==> src/rtl/pwm_cfg_sequencer_if.sv <==
// Command stream and Wishbone master signals of the PWM configuration sequencer.
// The master modport is the sequencer's view. The slave modport is the view of
// the environment around it: the local controller plus the PWM/timer slave.
interface pwm_cfg_sequencer_if;
  // Command stream from the local controller
  logic        i_cmd_valid;
  logic        o_cmd_ready;
  logic [15:0] i_cmd_adr;
  logic [15:0] i_cmd_data;
  // Classic Wishbone write bus towards the PWM/timer slave
  logic        o_wb_cyc;
  logic        o_wb_stb;
  logic        o_wb_we;
  logic [15:0] o_wb_adr;
  logic [15:0] o_wb_data;
  logic        i_wb_ack;

  modport master (
    input  i_cmd_valid, i_cmd_adr, i_cmd_data, i_wb_ack,
    output o_cmd_ready, o_wb_cyc, o_wb_stb, o_wb_we, o_wb_adr, o_wb_data
  );

  modport slave (
    output i_cmd_valid, i_cmd_adr, i_cmd_data, i_wb_ack,
    input  o_cmd_ready, o_wb_cyc, o_wb_stb, o_wb_we, o_wb_adr, o_wb_data
  );
endinterface

==> src/rtl/pwm_cfg_sequencer.sv <==
// PWM configuration sequencer.
// Register-write commands are buffered in a small FIFO. Each command is issued
// as a single classic Wishbone write. A cycle ends on ack, or it is aborted after
// TIMEOUT cycles without ack, which leaves a sticky error and the failing address.
module pwm_cfg_sequencer #(
  parameter int FIFO_DEPTH = 4,   // power of two, >= 2
  parameter int TIMEOUT    = 15   // 1..255
) (
  input  logic                     i_wb_clk,
  input  logic                     i_wb_rst,
  pwm_cfg_sequencer_if.master      bus,
  input  logic                     i_err_clr,
  output logic                     o_busy,
  output logic                     o_err,
  output logic [15:0]              o_err_adr,
  output logic [7:0]               o_wr_cnt
);

  localparam int AW = $clog2(FIFO_DEPTH);
  localparam int CW = AW + 1;
  localparam logic [AW-1:0] PTR_ONE = AW'(1);
  localparam logic [CW-1:0] CNT_ONE = CW'(1);
  localparam logic [CW-1:0] DEPTH_C = CW'(FIFO_DEPTH);
  localparam logic [7:0]    TMO_C   = 8'(TIMEOUT);

  typedef enum logic [1:0] {ST_IDLE, ST_BUS, ST_GAP} state_e;

  logic [15:0]   fifo_adr_q  [FIFO_DEPTH];
  logic [15:0]   fifo_data_q [FIFO_DEPTH];
  logic [AW-1:0] wr_ptr_q, wr_ptr_d;
  logic [AW-1:0] rd_ptr_q, rd_ptr_d;
  logic [CW-1:0] count_q, count_d;

  state_e        state_q, state_d;
  logic          cyc_q, cyc_d;
  logic [15:0]   adr_q, adr_d;
  logic [15:0]   data_q, data_d;
  logic [7:0]    tmo_q, tmo_d;
  logic          err_q, err_d;
  logic [15:0]   err_adr_q, err_adr_d;
  logic [7:0]    wr_cnt_q, wr_cnt_d;

  logic full, empty, push, pop;

  // A full FIFO refuses a push even when the sequencer pops in the same cycle.
  assign full  = (count_q == DEPTH_C);
  assign empty = (count_q == '0);
  assign push  = bus.i_cmd_valid && !full;
  assign pop   = (state_q == ST_IDLE) && !empty;

  // FIFO pointer and occupancy update
  always_comb begin
    // NOTE: every signal assigned here gets a default first, so no latch is inferred.
    wr_ptr_d = wr_ptr_q;
    rd_ptr_d = rd_ptr_q;
    count_d  = count_q;
    if (push) wr_ptr_d = wr_ptr_q + PTR_ONE;
    if (pop)  rd_ptr_d = rd_ptr_q + PTR_ONE;
    case ({push, pop})
      2'b10:   count_d = count_q + CNT_ONE;
      2'b01:   count_d = count_q - CNT_ONE;
      default: count_d = count_q;
    endcase
  end

  // FIFO storage: payload only, validity is tracked by the pointers and count
  always_ff @(posedge i_wb_clk) begin
    // NOTE: the storage array has no reset; an emptied count makes stale entries unreachable.
    if (push) begin
      fifo_adr_q[wr_ptr_q]  <= bus.i_cmd_adr;
      fifo_data_q[wr_ptr_q] <= bus.i_cmd_data;
    end
  end

  // Bus sequencer: IDLE loads the head command, BUS waits for ack or timeout, GAP idles one cycle
  always_comb begin
    state_d   = state_q;
    cyc_d     = cyc_q;
    adr_d     = adr_q;
    data_d    = data_q;
    tmo_d     = tmo_q;
    err_d     = err_q;
    err_adr_d = err_adr_q;
    wr_cnt_d  = wr_cnt_q;

    // The clear is applied first so a timeout in the same cycle overrides it.
    if (i_err_clr) err_d = 1'b0;

    unique case (state_q)
      ST_IDLE: begin
        if (!empty) begin
          state_d = ST_BUS;
          cyc_d   = 1'b1;
          adr_d   = fifo_adr_q[rd_ptr_q];
          data_d  = fifo_data_q[rd_ptr_q];
          tmo_d   = '0;
        end
      end
      ST_BUS: begin
        if (bus.i_wb_ack) begin
          state_d  = ST_GAP;
          cyc_d    = 1'b0;
          wr_cnt_d = wr_cnt_q + 8'd1;
        end else begin
          tmo_d = tmo_q + 8'd1;
          if (tmo_d == TMO_C) begin
            // Abort: the command is dropped, not retried.
            state_d   = ST_GAP;
            cyc_d     = 1'b0;
            err_d     = 1'b1;
            err_adr_d = adr_q;
          end
        end
      end
      // Ack is ignored here: a slave may hold ack high across cycles.
      ST_GAP:  state_d = ST_IDLE;
      default: state_d = ST_IDLE;
    endcase
  end

  // State registers with asynchronous reset; a reset aborts any bus cycle at once
  always_ff @(posedge i_wb_clk or posedge i_wb_rst) begin
    // NOTE: clocked state uses non-blocking assignments so all flops update from pre-edge values.
    if (i_wb_rst) begin
      wr_ptr_q  <= '0;
      rd_ptr_q  <= '0;
      count_q   <= '0;
      state_q   <= ST_IDLE;
      cyc_q     <= 1'b0;
      adr_q     <= '0;
      data_q    <= '0;
      tmo_q     <= '0;
      err_q     <= 1'b0;
      err_adr_q <= '0;
      wr_cnt_q  <= '0;
    end else begin
      wr_ptr_q  <= wr_ptr_d;
      rd_ptr_q  <= rd_ptr_d;
      count_q   <= count_d;
      state_q   <= state_d;
      cyc_q     <= cyc_d;
      adr_q     <= adr_d;
      data_q    <= data_d;
      tmo_q     <= tmo_d;
      err_q     <= err_d;
      err_adr_q <= err_adr_d;
      wr_cnt_q  <= wr_cnt_d;
    end
  end

  assign bus.o_cmd_ready = !full;
  assign bus.o_wb_cyc    = cyc_q;
  assign bus.o_wb_stb    = cyc_q;
  assign bus.o_wb_we     = cyc_q;
  assign bus.o_wb_adr    = adr_q;
  assign bus.o_wb_data   = data_q;

  assign o_busy    = !empty || (state_q != ST_IDLE);
  assign o_err     = err_q;
  assign o_err_adr = err_adr_q;
  assign o_wr_cnt  = wr_cnt_q;

endmodule

==> src/flat_wrapper.sv <==
// flat-port wrapper written by rule: the top's interface ports become plain ports
module pwm_cfg_sequencer_flat 
#(
  parameter int FIFO_DEPTH = 4,                        
  parameter int TIMEOUT    = 15            
)
  (i_wb_clk, i_wb_rst, i_err_clr, o_busy, o_err, o_err_adr, o_wr_cnt, bus_i_cmd_valid, bus_i_cmd_adr, bus_i_cmd_data, bus_i_wb_ack, bus_o_cmd_ready, bus_o_wb_cyc, bus_o_wb_stb, bus_o_wb_we, bus_o_wb_adr, bus_o_wb_data);
  pwm_cfg_sequencer_if bus_i ();
  input  logic i_wb_clk;
  input  logic i_wb_rst;
  input  logic i_err_clr;
  output logic o_busy;
  output logic o_err;
  output logic [15:0] o_err_adr;
  output logic [7:0] o_wr_cnt;
  input wire logic [$bits(bus_i.i_cmd_valid)-1:0] bus_i_cmd_valid;
  input wire logic [$bits(bus_i.i_cmd_adr)-1:0] bus_i_cmd_adr;
  input wire logic [$bits(bus_i.i_cmd_data)-1:0] bus_i_cmd_data;
  input wire logic [$bits(bus_i.i_wb_ack)-1:0] bus_i_wb_ack;
  output wire logic [$bits(bus_i.o_cmd_ready)-1:0] bus_o_cmd_ready;
  output wire logic [$bits(bus_i.o_wb_cyc)-1:0] bus_o_wb_cyc;
  output wire logic [$bits(bus_i.o_wb_stb)-1:0] bus_o_wb_stb;
  output wire logic [$bits(bus_i.o_wb_we)-1:0] bus_o_wb_we;
  output wire logic [$bits(bus_i.o_wb_adr)-1:0] bus_o_wb_adr;
  output wire logic [$bits(bus_i.o_wb_data)-1:0] bus_o_wb_data;
  assign bus_i.i_cmd_valid = bus_i_cmd_valid;
  assign bus_i.i_cmd_adr = bus_i_cmd_adr;
  assign bus_i.i_cmd_data = bus_i_cmd_data;
  assign bus_i.i_wb_ack = bus_i_wb_ack;
  assign bus_o_cmd_ready = bus_i.o_cmd_ready;
  assign bus_o_wb_cyc = bus_i.o_wb_cyc;
  assign bus_o_wb_stb = bus_i.o_wb_stb;
  assign bus_o_wb_we = bus_i.o_wb_we;
  assign bus_o_wb_adr = bus_i.o_wb_adr;
  assign bus_o_wb_data = bus_i.o_wb_data;
  pwm_cfg_sequencer #(.FIFO_DEPTH(FIFO_DEPTH), .TIMEOUT(TIMEOUT)) u_core (.i_wb_clk(i_wb_clk), .i_wb_rst(i_wb_rst), .bus(bus_i), .i_err_clr(i_err_clr), .o_busy(o_busy), .o_err(o_err), .o_err_adr(o_err_adr), .o_wr_cnt(o_wr_cnt));
endmodule
==> config.mk <==
export PLATFORM = sky130hd
export DESIGN_NAME = pwm_cfg_sequencer_flat
export DESIGN_NICKNAME = d
export VERILOG_FILES = /design/src/rtl/pwm_cfg_sequencer_if.sv /design/src/rtl/pwm_cfg_sequencer.sv /design/src/flat_wrapper.sv
export SDC_FILE = /design/constraint.sdc
export NUM_CORES = 1
export LEC_CHECK = 0
export CAP_MARGIN = 20
export CORE_MARGIN = 2
export CORE_UTILIZATION = 35
export CTS_CLUSTER_DIAMETER = 120
export DETAILED_ROUTE_END_ITERATION = 10
export PLACE_DENSITY = 0.63
export SLEW_MARGIN = 20
export SYNTH_ARGS = -nofsm -noshare
export SYNTH_HDL_FRONTEND = slang
export SYNTH_SLANG_ARGS = --single-unit
export TNS_END_PERCENT = 10
==> constraint.sdc <==
create_clock -name i_wb_clk -period 2.8 [get_ports i_wb_clk]
set_input_delay 0.56 -clock i_wb_clk [delete_from_list [all_inputs] [get_ports i_wb_clk]]
set_output_delay 0.56 -clock i_wb_clk [all_outputs]
set_load 0.02 [all_outputs]
==> out/qor.csv <==
stage,metric,value,unit
outcome,status,"finished, final reports clean",
finish,final instance area,0.0100,sq mm
yosys,compound-gate portion of the synthesized area,1.81,%
sta,Max Slew Vio Count,0,
yosys,cell count after synthesis,481,
yosys,simple-gate share of the synthesized area,7.93,%
routing,vias per inst,4.85,
sta,RSZ-0062 raised after global routing,false,
yosys,Post-Synth Adder-Cell Area,1.52,%
finish,register area,0.00572,sq mm
yosys,Syn Std Cell Area,0.00789,sq mm
yosys,Post-Synthesis Mean Instance Area,16.4,sq um
clock_network,H-tree levels,1,
worst_setup_path,crit path kind,reg -> out,
routing,WL/cell,17.9,um
global_routing,global-route wire length before repair,25900,um
worst_setup_path,total number of cells along the worst setup path,3,
global_routing,total grt overflow,0,
yosys,sequential-to-total area share from yosys stat,72.5,%
routing,post-route ant nets,0,
worst_setup_path,crit-path max cell delay,700,ps
clock_network,worst skew pair latency,490,ps
sta,clock skew,10.7,ps
die,Core ar.,0.0220,sq mm
die,io pins,99,
yosys,largest family of logic cells by synthesized area,multiplexers,
clock_network,CTS sink cnt,203,
pwr,PwrDens,1080,mW/mm^2
global_routing,vias in the first global route,4667,
finish,"commonest non-fill, non-tap cell in the layout",edfxtp_1,
worst_setup_path,crit start category,flop,
routing,final wirelength,15900,um
finish,Final nets,637,
clock_network,TritonCTS clock tree,built,
yosys,Yosys cell types,39,
min_path,min-delay worst type,in -> async,
finish,final cell count without fillers,888,
die,Rows,54,
worst_setup_path,CP bufs+invs,2,
pwr,leak pwr,3.87,nW
worst_setup_path,worst endpoint required time,2240,ps
sta,final setup violation count,0,
worst_setup_path,cells along the critical path,inv_1 > nand3_1 > clkdlybuf4s50_1,
routing,total number of vias,4307,
clock_network,post-CTS resize count,0,
yosys,post-synthesis mux area share,12.3,%
sta,final period utilization,86.1,%
finish,area of the multi-input gates,0.00202,sq mm
global_routing,GRT Overall Usage,13.8,%
sta,Sum Neg Setup Slack,0,ps
finish,most frequent cells in the layout,"edfxtp_1, nand2_1, clkdlybuf4s50_1",
placement,Placed Area,0.00922,sq mm
clock_network,clock-pin transition on the worst setup and hold timing paths,60,ps
sta,Slew HR,64.1,%
sta,count of final hold-check violations,0,
sta,Hold WS,404,ps
die,Die X,154,um
placement,dpl hpwl,9920,um
clock_network,clk buf depth,3,
die,initial core utilization,35.9,%
worst_setup_path,crit path max fanout,6,
yosys,total nets after synthesis,527,
finish,layout cell share with drive strength beyond 1,17.6,%
clock_network,clk root buf,clkbuf_16,
yosys,Syn. warnings,0,
clock_network,Post-CTS Setup Bufs,0,
finish,fin util,45.6,%
worst_setup_path,CP max stage cell,clkdlybuf4s50_1,
placement,PortBufs,98,
placement,placed cell count,847,
die,Die ar.,0.0238,sq mm
sta,Worst-Margin Slew,539,ps
pwr,VDD IR-drop max,0.551,mV
finish,area grow syn2layout,27.0,%
worst_setup_path,R2R depth,6,
routing,drt drc,0,
worst_setup_path,nature of the critical path endpoint,output pin,
finish,fill count,1872,
routing,starting DRC count in detailed routing,132,
clock_network,"Hold-fix buffers, CTS",0,
sta,Peak Freq,0.415,GHz
routing,Pre-Repair DR Iteration Count,4,
yosys,Seq cells post-synth,203,
flow_run,MaxCap Viol Count,0,
sta,Tmin final,2410,ps
yosys,Synth Area in XOR/XNOR,1.98,%
global_routing,pin count of the biggest net entering global routing,51,
worst_setup_path,WP data arrival,1850,ps
global_routing,initial antenna violation count,1,
die,die span in y,154,um
placement,routability cong.,0.730,
worst_setup_path,CP top delay family,buffers and inverters,
clock_network,CTS buffer count,22,
[metal layers]
layer	part of all wire (%)	GRT usage (%)
met3	5.8	3.78
met2	47	22.8
met1	44	18.0
met4	2.8	4.14
met5	0	0
[layout make-up]
type	count	share of cell area (%)
diodes	1	0.0250
clock buffers	32	6.58
clock inverters	8	1.44
inverters	9	0.350
multi-input cells	246	20.2
flip-flops and latches	203	57.1
well taps	280	3.50
repair buffers	109	10.9
[final timing paths]
| kind | endpoint | slack (ps) | from |
|---|---|---|---|
| setup / recovery | bus_o_cmd_ready | 390 | u_core.count_q[0] |
| hold / removal | u_core.rd_ptr_q[0] | 400 | i_wb_rst |
| setup reg to reg | u_core.o_err_adr[5] | 550 | u_core.tmo_q[0] |
| hold reg to reg | u_core.bus.o_wb_data[11] | 470 | u_core.bus.o_wb_data[11] |
| max in group asynchronous | u_core.bus.o_wb_adr[11] | 1750 | i_wb_rst |
| min in group i_wb_clk | u_core.bus.o_wb_data[11] | 470 | u_core.bus.o_wb_data[11] |
[power by group]
part           internal [mW]  switching (mW)  leakage [nW]
Clock                   2.00            1.12         0.388
Combinational           1.50            1.85          1.35
Sequential              3.99           0.403          2.13
Total                   7.49            3.37          3.87
[registers in the layout (all words and copies together), names as in the netlist, 3 cells and up]
name	count
u_core.bus.o_wb_adr	16
u_core.fifo_data_q	64
u_core.o_err_adr	16
u_core.tmo_q	8
u_core.o_wr_cnt	8
u_core.bus.o_wb_data	16
u_core.fifo_adr_q	64
u_core.count_q	3
[synth_stat cells]
cell | instances | share of area (%)
clkbuf_2 | 1 | 0.063
a31oi_1 | 3 | 0.24
o21ai_1 | 1 | 0.063
xnor2_1 | 9 | 1.0
o31ai_2 | 1 | 0.16
mux2_4 | 9 | 1.7
nand4_4 | 1 | 0.27
nand2b_1 | 2 | 0.16
nand3_1 | 9 | 0.57
clkbuf_1 | 11 | 0.52
xnor2_2 | 1 | 0.21
dfrtp_1 | 75 | 24
o21ai_0 | 17 | 1.1
and3_1 | 6 | 0.48
and3_4 | 1 | 0.14
mux4_2 | 32 | 9.1
nor3_1 | 1 | 0.063
nor2_1 | 10 | 0.48
fa_1 | 1 | 0.25
nor2b_1 | 1 | 0.079
mux2_2 | 9 | 1.3
nand4_1 | 2 | 0.16
ha_1 | 8 | 1.3
buf_4 | 2 | 0.19
mux2i_1 | 1 | 0.13
o21a_1 | 1 | 0.095
a311oi_1 | 1 | 0.11
or2b_1 | 1 | 0.095
nor2b_2 | 1 | 0.11
a21oi_1 | 1 | 0.063
xor2_1 | 7 | 0.78
nand3b_1 | 2 | 0.19
buf_6 | 3 | 0.43
clkinv_1 | 1 | 0.048
nand2_1 | 106 | 5.0
buf_2 | 6 | 0.38
inv_1 | 8 | 0.38
edfxtp_1 | 128 | 49
and2b_1 | 1 | 0.095
[per-stage QoR]
step	worst slack [ps]	total power, mW
after global placement	521	7.75
after detailed placement	493	7.88
final	388	10.9
after global routing	276	11.5
after CTS	371	11.1
after floorplan	330	6.50
[kinds of logic after synthesis]
logic type | after synthesis
AOI/OAI and AO/OA | 25
DFF | 203
muxes | 51
adders and majority gates | 9
buffers and inverters | 32
xor gates and xnor gates | 17
and+or+nand+nor | 144
Power figures use the tool's default switching activity.
